--- src/rtl/lcd_static_drv_pkg.sv ---
// Shared constants for the static LCD driver: segment bit positions,
// hex-to-7-segment patterns and the backplane phase encodings.
package lcd_static_drv_pkg;

    localparam logic [0:0] PH_POS = 1'b0;
    localparam logic [0:0] PH_NEG = 1'b1;

    localparam int SEG_A  = 0;
    localparam int SEG_DP = 7;

    // Entries ordered F down to 0 so that SEG7_LUT[hex] selects digit hex; bits are {g,f,e,d,c,b,a}
    localparam logic [15:0][6:0] SEG7_LUT = {
        7'h71, 7'h79, 7'h5E, 7'h39, 7'h7C, 7'h77, 7'h6F, 7'h7F,
        7'h07, 7'h7D, 7'h6D, 7'h66, 7'h4F, 7'h5B, 7'h06, 7'h3F
    };

endpackage

--- src/rtl/seg7_hex_dec.sv ---
// Combinational hex digit to 7-segment pattern decoder, {g,f,e,d,c,b,a}, 1 = segment on.
module seg7_hex_dec
    import lcd_static_drv_pkg::*;
(
    input  logic [3:0] hex,
    output logic [6:0] seg
);

    logic [6:0] seg_s;

    // Table lookup of the segment pattern
    always_comb begin
        seg_s = SEG7_LUT[hex];
    end

    assign seg = seg_s;

endmodule

--- src/rtl/lcd_static_drv.sv ---
// AC drive sequencer for a static 7-segment LCD: two-phase backplane, XORed segments,
// period-aligned value loading and a frame_tick loss watchdog that parks the glass at 0 V.
module lcd_static_drv
    import lcd_static_drv_pkg::*;
#(
    parameter int NDIG     = 4,
    parameter int LZB      = 1,
    parameter int TICK_TMO = 65535
) (
    input  logic                osc_clk,
    input  logic                nrst,
    input  logic                frame_tick,
    input  logic                load_req,
    input  logic [4*NDIG-1:0]   load_hex,
    input  logic [NDIG-1:0]     load_dp,
    input  logic                load_blank,
    output logic                load_ack,
    output logic                lcd_com,
    output logic [8*NDIG-1:0]   lcd_seg,
    output logic                tick_lost
);

    localparam int              CW       = $clog2(TICK_TMO + 1);
    localparam logic [CW-1:0]   TMO_C    = CW'(TICK_TMO);
    localparam logic [CW-1:0]   TMO_M1_C = CW'(TICK_TMO - 1);

    logic [0:0]         phase_r, phase_nxt_s;
    logic [CW-1:0]      tmo_cnt_r, tmo_cnt_nxt_s;
    logic               tick_lost_r, tick_lost_nxt_s;
    logic [4*NDIG-1:0]  sh_hex_r, sh_hex_nxt_s;
    logic [NDIG-1:0]    sh_dp_r, sh_dp_nxt_s;
    logic               sh_blank_r, sh_blank_nxt_s;
    logic               boundary_s, capture_s, com_nxt_s;
    logic [7*NDIG-1:0]  dec_s;
    logic [8*NDIG-1:0]  pat_s, seg_nxt_s;
    logic               com_r, ack_r;
    logic [8*NDIG-1:0]  seg_r;

    assign boundary_s = frame_tick && (phase_r == PH_NEG);
    assign capture_s  = boundary_s && load_req;

    // Phase sequencing and watchdog; a tick always beats an expiring count
    always_comb begin
        tmo_cnt_nxt_s   = tmo_cnt_r;
        tick_lost_nxt_s = tick_lost_r;
        phase_nxt_s     = phase_r;
        if (frame_tick) begin
            tmo_cnt_nxt_s   = '0;
            tick_lost_nxt_s = 1'b0;
            phase_nxt_s     = (phase_r == PH_POS) ? PH_NEG : PH_POS;
        end else if (tmo_cnt_r >= TMO_M1_C) begin
            tmo_cnt_nxt_s   = TMO_C;
            tick_lost_nxt_s = 1'b1;
            phase_nxt_s     = PH_POS;
        end else begin
            tmo_cnt_nxt_s   = tmo_cnt_r + CW'(1);
        end
    end

    // Shadow contents for the next cycle: new value only at a requested period boundary
    always_comb begin
        if (capture_s) begin
            sh_hex_nxt_s   = load_hex;
            sh_dp_nxt_s    = load_dp;
            sh_blank_nxt_s = load_blank;
        end else begin
            sh_hex_nxt_s   = sh_hex_r;
            sh_dp_nxt_s    = sh_dp_r;
            sh_blank_nxt_s = sh_blank_r;
        end
    end

    for (genvar g = 0; g < NDIG; g++) begin : g_dec
        seg7_hex_dec u_dec (
            .hex (sh_hex_nxt_s[4*g +: 4]),
            .seg (dec_s[7*g +: 7])
        );
    end

    // Pattern assembly with leading-zero blanking scanned from the top digit down
    always_comb begin
        logic nz_above_v;
        pat_s      = '0;
        nz_above_v = 1'b0;
        for (int i = NDIG - 1; i >= 0; i--) begin
            nz_above_v = nz_above_v | (|sh_hex_nxt_s[4*i +: 4]);
            pat_s[8*i + SEG_DP] = sh_dp_nxt_s[i];
            if ((LZB != 0) && (i != 0) && !nz_above_v) begin
                pat_s[8*i + SEG_A +: 7] = 7'h00;
            end else begin
                pat_s[8*i + SEG_A +: 7] = dec_s[7*i +: 7];
            end
        end
    end

    // Output drive: glass parked at 0 V when ticks are lost, else pattern XOR backplane
    always_comb begin
        com_nxt_s = tick_lost_nxt_s ? 1'b0 : phase_nxt_s[0];
        if (tick_lost_nxt_s) begin
            seg_nxt_s = '0;
        end else if (sh_blank_nxt_s) begin
            seg_nxt_s = {(8*NDIG){com_nxt_s}};
        end else begin
            seg_nxt_s = pat_s ^ {(8*NDIG){com_nxt_s}};
        end
    end

    // Phase, watchdog and shadow state
    always_ff @(posedge osc_clk or negedge nrst) begin
        if (!nrst) begin
            phase_r     <= PH_POS;
            tmo_cnt_r   <= '0;
            tick_lost_r <= 1'b0;
            sh_hex_r    <= '0;
            sh_dp_r     <= '0;
            sh_blank_r  <= 1'b1;
        end else begin
            phase_r     <= phase_nxt_s;
            tmo_cnt_r   <= tmo_cnt_nxt_s;
            tick_lost_r <= tick_lost_nxt_s;
            sh_hex_r    <= sh_hex_nxt_s;
            sh_dp_r     <= sh_dp_nxt_s;
            sh_blank_r  <= sh_blank_nxt_s;
        end
    end

    // Registered pad drivers
    always_ff @(posedge osc_clk or negedge nrst) begin
        if (!nrst) begin
            com_r <= 1'b0;
            seg_r <= '0;
            ack_r <= 1'b0;
        end else begin
            com_r <= com_nxt_s;
            seg_r <= seg_nxt_s;
            ack_r <= capture_s;
        end
    end

    assign lcd_com   = com_r;
    assign lcd_seg   = seg_r;
    assign load_ack  = ack_r;
    assign tick_lost = tick_lost_r;

endmodule
--- config.mk ---
export PLATFORM = sky130hd
export DESIGN_NAME = lcd_static_drv
export DESIGN_NICKNAME = d
export VERILOG_FILES = /design/src/rtl/lcd_static_drv_pkg.sv /design/src/rtl/seg7_hex_dec.sv /design/src/rtl/lcd_static_drv.sv
export SDC_FILE = /design/constraint.sdc
export NUM_CORES = 1
export LEC_CHECK = 0
export CAP_MARGIN = 20
export CORE_ASPECT_RATIO = 0.5
export CORE_UTILIZATION = 55
export DETAILED_ROUTE_END_ITERATION = 10
export MAX_ROUTING_LAYER = met4
export PLACE_DENSITY_LB_ADDON = 0.15
export SLEW_MARGIN = 20
export SYNTH_ARGS = -nofsm -noshare
export SYNTH_HDL_FRONTEND = slang
export SYNTH_SLANG_ARGS = --single-unit
--- constraint.sdc ---
create_clock -name osc_clk -period 3.1 [get_ports osc_clk]
set_clock_uncertainty 0.05 [all_clocks]
set_input_delay 0.62 -clock osc_clk [delete_from_list [all_inputs] [get_ports osc_clk]]
set_output_delay 0.62 -clock osc_clk [all_outputs]
set_load 0.02 [all_outputs]
* Word level (Yosys, flattened, before mapping)
Memory sizes are Yosys's and may differ from the RTL's. Index checks and enable logic that the tools add are counted.
Cells by class: add/subtract/negate cells 1, multiply operators 0, div/mod/pow operators 0, $lt $le $gt $ge 5, eq/ne operators 0, shift operators 0, multiplexer cells 20, bitwise logic cells 3, reductions and logical operators 5
Operators with widths (number):
- 32-bit 2-to-1 mux | 2
- 7-bit 2-to-1 mux | 7
- 16-bit 2-to-1 mux | 3
- 32-bit XOR | 1
- 4-bit by 5-bit less-than comparator with 1-bit output, second input constant | 4
- 16-bit by 1-bit adder with 16-bit output, second input constant | 1
- 16-bit >= comparator, second input constant | 1
- 4-bit OR reduction | 3
- 1-bit 2-to-1 mux | 7
- 4-bit 2-to-1 mux | 1
- 1-bit logical AND | 2
- 1-bit OR | 2
Storage, ports and cells: bits in registers 73, bits in latches 0, memory bits (writable) 0, bits in read-only memories 448, output and inout bits 35, logic and storage cells 47, memories 4
Memory list:
- (name not given) | depth 16, width 7, rd ports 1, clocked after Yosys merged registers in 0, write ports 0, line seg7_hex_dec.sv:13 | seg_s = SEG7_LUT[hex];
- (name not given) | depth 16, width 7, rd ports 1, clocked after Yosys merged registers in 0, write ports 0, line seg7_hex_dec.sv:13
- (name not given) | depth 16, width 7, rd ports 1, clocked after Yosys merged registers in 0, write ports 0, line seg7_hex_dec.sv:13
- (name not given) | depth 16, width 7, rd ports 1, clocked after Yosys merged registers in 0, write ports 0, line seg7_hex_dec.sv:13

* Logic depth before layout (Yosys ltp)
depth in word-level cells 10, depth in mapped cells 11

* Modules after synthesis
Synthesis repeated with hierarchy kept, for this count alone.
Unflattened totals: cell total of the unflattened synthesis 448, area total of the unflattened synthesis 4450.5 µm²
By module, submodules not included:
- lcd_static_drv | times used 1, cells an instance 316, area each 3299.4 µm²
- seg7_hex_dec | times used 4, cells an instance 33, area each 287.8 µm²

* Worst setup path after synthesis
OpenSTA, ideal clock, no wires.
path kind input to register, from input load_req, to register seg_r[11], in the netlist lcd_seg[11], library setup time 139 ps, arrival 2588 ps, path slack 323 ps, stages on the path 11, path buffers 2, path through nand3_4 > buf_2 > buf_2 > mux2i_1 > inv_1 > ha_1 > inv_1 > a21oi_1 > a221oi_1 > o21ai_0 > mux2i_1
RTL lines:
- start: declaration | line lcd_static_drv.sv:13 | input logic load_req,
- 1-bit logical AND (*) | line lcd_static_drv.sv:40 | assign capture_s = boundary_s && load_req;
- 16-bit 2-to-1 mux (*) | line lcd_static_drv.sv:62 | if (capture_s) begin
- named net g_dec[1].u_dec.hex[0] | line seg7_hex_dec.sv:5 | input logic [3:0] hex,
- memory 16 x 7 bit or 4-bit OR reduction (tied branches)
- 7-bit 2-to-1 mux (implied by the code) or 1-bit OR (tied branches) | line seg7_hex_dec.sv:13, lcd_static_drv.sv:86
- 7-bit 2-to-1 mux (*) | line lcd_static_drv.sv:88 | if ((LZB != 0) && (i != 0) && !nz_above_v) begin
- 32-bit XOR (*) | line lcd_static_drv.sv:104 | seg_nxt_s = pat_s ^ {(8*NDIG){com_nxt_s}};
- 32-bit 2-to-1 mux (*) | line lcd_static_drv.sv:101 | end else if (sh_blank_nxt_s) begin
- 32-bit 2-to-1 mux (*) | line lcd_static_drv.sv:99 | if (tick_lost_nxt_s) begin
- named net seg_nxt_s[11] | line lcd_static_drv.sv:35 | logic [8*NDIG-1:0] pat_s, seg_nxt_s;
- end signal: assignment | line lcd_static_drv.sv:135 | seg_r <= seg_nxt_s;
- end: declaration | line lcd_static_drv.sv:37 | logic [8*NDIG-1:0] seg_r;
The timed path passes the listed nets; every way through them passes the cells marked *. The select of a mux whose other input is x is not followed.

* Final worst setup path
Ends and elaborated chain as after synthesis.

==> run metrics <==
Worst Slack Setup Final=approximately 0.32 ns; Top FF cell, synth=dfrtp_1; arrival time worst endpoint=~3 ns; first-pass GRT wire length=around 18 mm; status=complete, no violations; setup slack at placement=-0.0260 ns; Global Route Usage Sum=between 20% and 30%; n_diodes=0; synth top area cells=dfrtp_1, mux2i_1, ha_1; DP HPWL=7.67 mm; Final Net Count=roughly 540; Mapped Cells=424; share of the synthesized area in the top cell type=41.0%; GRT overflow=0; Post-synth EDFFs=0; minimum clock period=about 2.8 ns; Sink Count=73; via count=roughly 3.6k; syn_area_per_cell=between 10 and 15 um2; Placer Congestion=slightly above 0.9; clock transition at the registers of the reported paths=about 0.060 ns; Slew @ Worst Pin=just under 0.8 ns; row count=22; R2R Setup Slk=0.63 ns; unrepaired setup endpoints after global routing=false; DRT Wirelength=~11 mm; post-synth top area cell=dfrtp_1; Routed Antenna Nets=0; Switch Pwr=approximately 0.0016 W; sequential fraction of the synthesis area=roughly two fifths; Peak VDD IR=0.000646 V; via/cell ratio=between 5 and 6; root buffer cell=clkbuf_16; synthesized area=~4400 um2; Yosys cell types=61; DRC errors left=0; Setup crit end=lcd_seg[11]; Final Cycle Share=about nine tenths; FMAX=between 300 and 400 MHz; Initial Utilization=between 50% and 60%; Critical R2R Capture=lcd_seg[11]; Post-CTS Setup Bufs=0; Layout area overhead=26.3%; wl on met1=between 5 and 6 mm; max-slew headroom at the worst pin=47.6%; initial antenna violation count=0; Post-synth ARST share=100%; Clk pwr share=24.5%; number of hold buffers added after cts=0; FF-to-FF Start=phase_r; met3 wire length=between 500 and 600 um; pin count of the biggest net entering global routing=42; most numerous cell in the Yosys netlist=dfrtp_1; wire length per cell=between 15 and 20 um; crit-path max FO=16; CP required=roughly 3.2 ns; Syn. warnings=0; final setup TNS=0 ns; Top-Level Pins=60; initial DRC count=between 200 and 250; worst min-delay path category=input pin to asynchronous set/reset pin; syn nets=approximately 470; endpoint class of the critical path=register; Pre-antenna DRT Iters=5; die span in x=about 130 um; slowest CP cell=clkdlybuf4s50_1; final-report hold violation count=0; Met2 Wirelength=4.91 mm; synthesized flop and latch total=between 70 and 80; final slew viol count=0; CTS tree=built; CTS max path bufs=2; vias in the first global route=3,698; H-tree levels=3; CTS Buf Count=9; clock latency at the later pin of the worst-skew pair=around 0.34 ns; Max Used Layer=met4; Critical Path Start=load_req; share of power burned in registers=between 30 and 40%; share of layout cells above drive strength 1=roughly an eighth; Port Buf Inserts=59; Gate power share=between 40% and 50%; Power per Cell Area=788 nW/um2; fin util=between 70 and 80%; commonest cells in the netlist=dfrtp_1, mux2i_1, a21oi_1, nand2_1, ha_1; Lkg Pwr=approximately 2.6 nW; Switching Fraction=between 30% and 40%; post-cts sizing count=0; Die Area=approximately 8400 um2; kind of start point of the critical path=input pin; most used cell, CP=mux2i_1; Register-to-Register Path Depth=8; CP cell instances=clkdlybuf4s50_1, nand3_4, buf_4, mux2i_1, inv_1, ha_1, a221oi_1, o21ai_0, mux2i_1; Die Y-Extent=65.2 um; cell-internal power=0.00275 W; max incr delay on CP=about 0.47 ns; crit path kind=input pin to register; maxcap violations=0; core footprint=around 7500 um2; Setup Viol. Count Final=0
-- layer usage --
layer | vias up | global-route usage, %
met2 | 107 | 45.3
li1 | 1690 | -
met3 | 21 | 7.00
met5 | - | -
met4 | 0 | 11.2
met1 | 1736 | 36.8
-- critical path: cells and delay by family --
kind | cells | cell delay, ns
compound gates | 2 | 0.42
fa+ha+maj | 1 | 0.25
buf+inv | 3 | 0.92
mux | 2 | 0.53
simple gates | 1 | 0.18
-- worst min path at each step --
stage	depth (start not counted)	start	endpoint
floorplan	0	nrst	lcd_com
global placement	2	tmo_cnt_r[15]	tmo_cnt_r[15]
detailed placement	2	tmo_cnt_r[15]	tmo_cnt_r[15]
CTS	1	nrst	lcd_seg[2]
global route	1	nrst	lcd_seg[0]
finish	1	nrst	lcd_seg[2]
-- cells in the final DEF (no fill, tap or decap), types with 3 or more instances in the layout --
cell type         n
nor3_1            7
and3_1            4
buf_4            22
inv_2             3
a21oi_1          31
o31ai_1           4
xor2_1            8
o221ai_1          6
ha_1             23
o21ai_0          12
clkdlybuf4s50_1  58
nand2b_1          4
nand4_1           7
mux2i_1          55
buf_12            3
xnor2_1           8
dfrtp_1          72
a221oi_1          4
mux2_2            6
and4_1            3
nand3b_1         10
nor2b_1           4
nand2_1          26
nand3_1          14
inv_1            21
clkbuf_16         9
o311ai_0          3
a22oi_1           3
o211ai_1          5
nor2_1           11
o22ai_1           6
and2_1            4
-- power groups by stage --
stage	logic, W	clock network (W)	registers, W
floorplan	0.00103	0	0.00151
global placement	0.00193	0	0.00133
detailed placement	0.00194	0	0.00134
CTS	0.00196	0.00108	0.00133
global route	0.00213	0.00112	0.00136
finish	0.00197	0.00107	0.00133
-- sequential cells by signal, indices dropped and copies added, names as in the netlist --
signal      flops
phase_r         1
tmo_cnt_r      16
lcd_seg        32
tick_lost       1
load_ack        1
sh_dp_r         4
lcd_com         1
sh_blank_r      1
sh_hex_r       16
-- cells by family after synthesis --
| logic type | Yosys count | share of synthesized area, % |
|---|---|---|
| buffers and inverters | 48 | 4.36 |
| multiplexers | 66 | 16.1 |
| AND/OR/NAND/NOR | 101 | 12.5 |
| adder cells (fa/ha/maj) | 23 | 6.55 |
| XOR/XNOR | 16 | 3.19 |
| AO/OA/AOI/OAI | 97 | 15.7 |
| flip-flops | 73 | 41.6 |
-- stage by stage --
step	area [um2]	hold slack, ns	total power [W]	cells
finish	5540	0.310	0.00437	609
floorplan	4390	0.274	0.00254	424
global placement	5240	0.431	0.00327	593
global route	5540	0.379	0.00460	609
detailed placement	5240	0.442	0.00329	593
CTS	5540	0.329	0.00438	609
-- final cells by class --
cell class | instances | area (um2)
Clock buffer | 11 | 243
Clock inverter | 5 | 62.6
Fill cell | 520 | 1970
Inverter | 25 | 93.8
Multi-Input combinational cell | 303 | 2370
Sequential cell | 73 | 1830
Tap cell | 108 | 135
Timing Repair Buffer | 84 | 811
(Power assumes the default switching activity.)
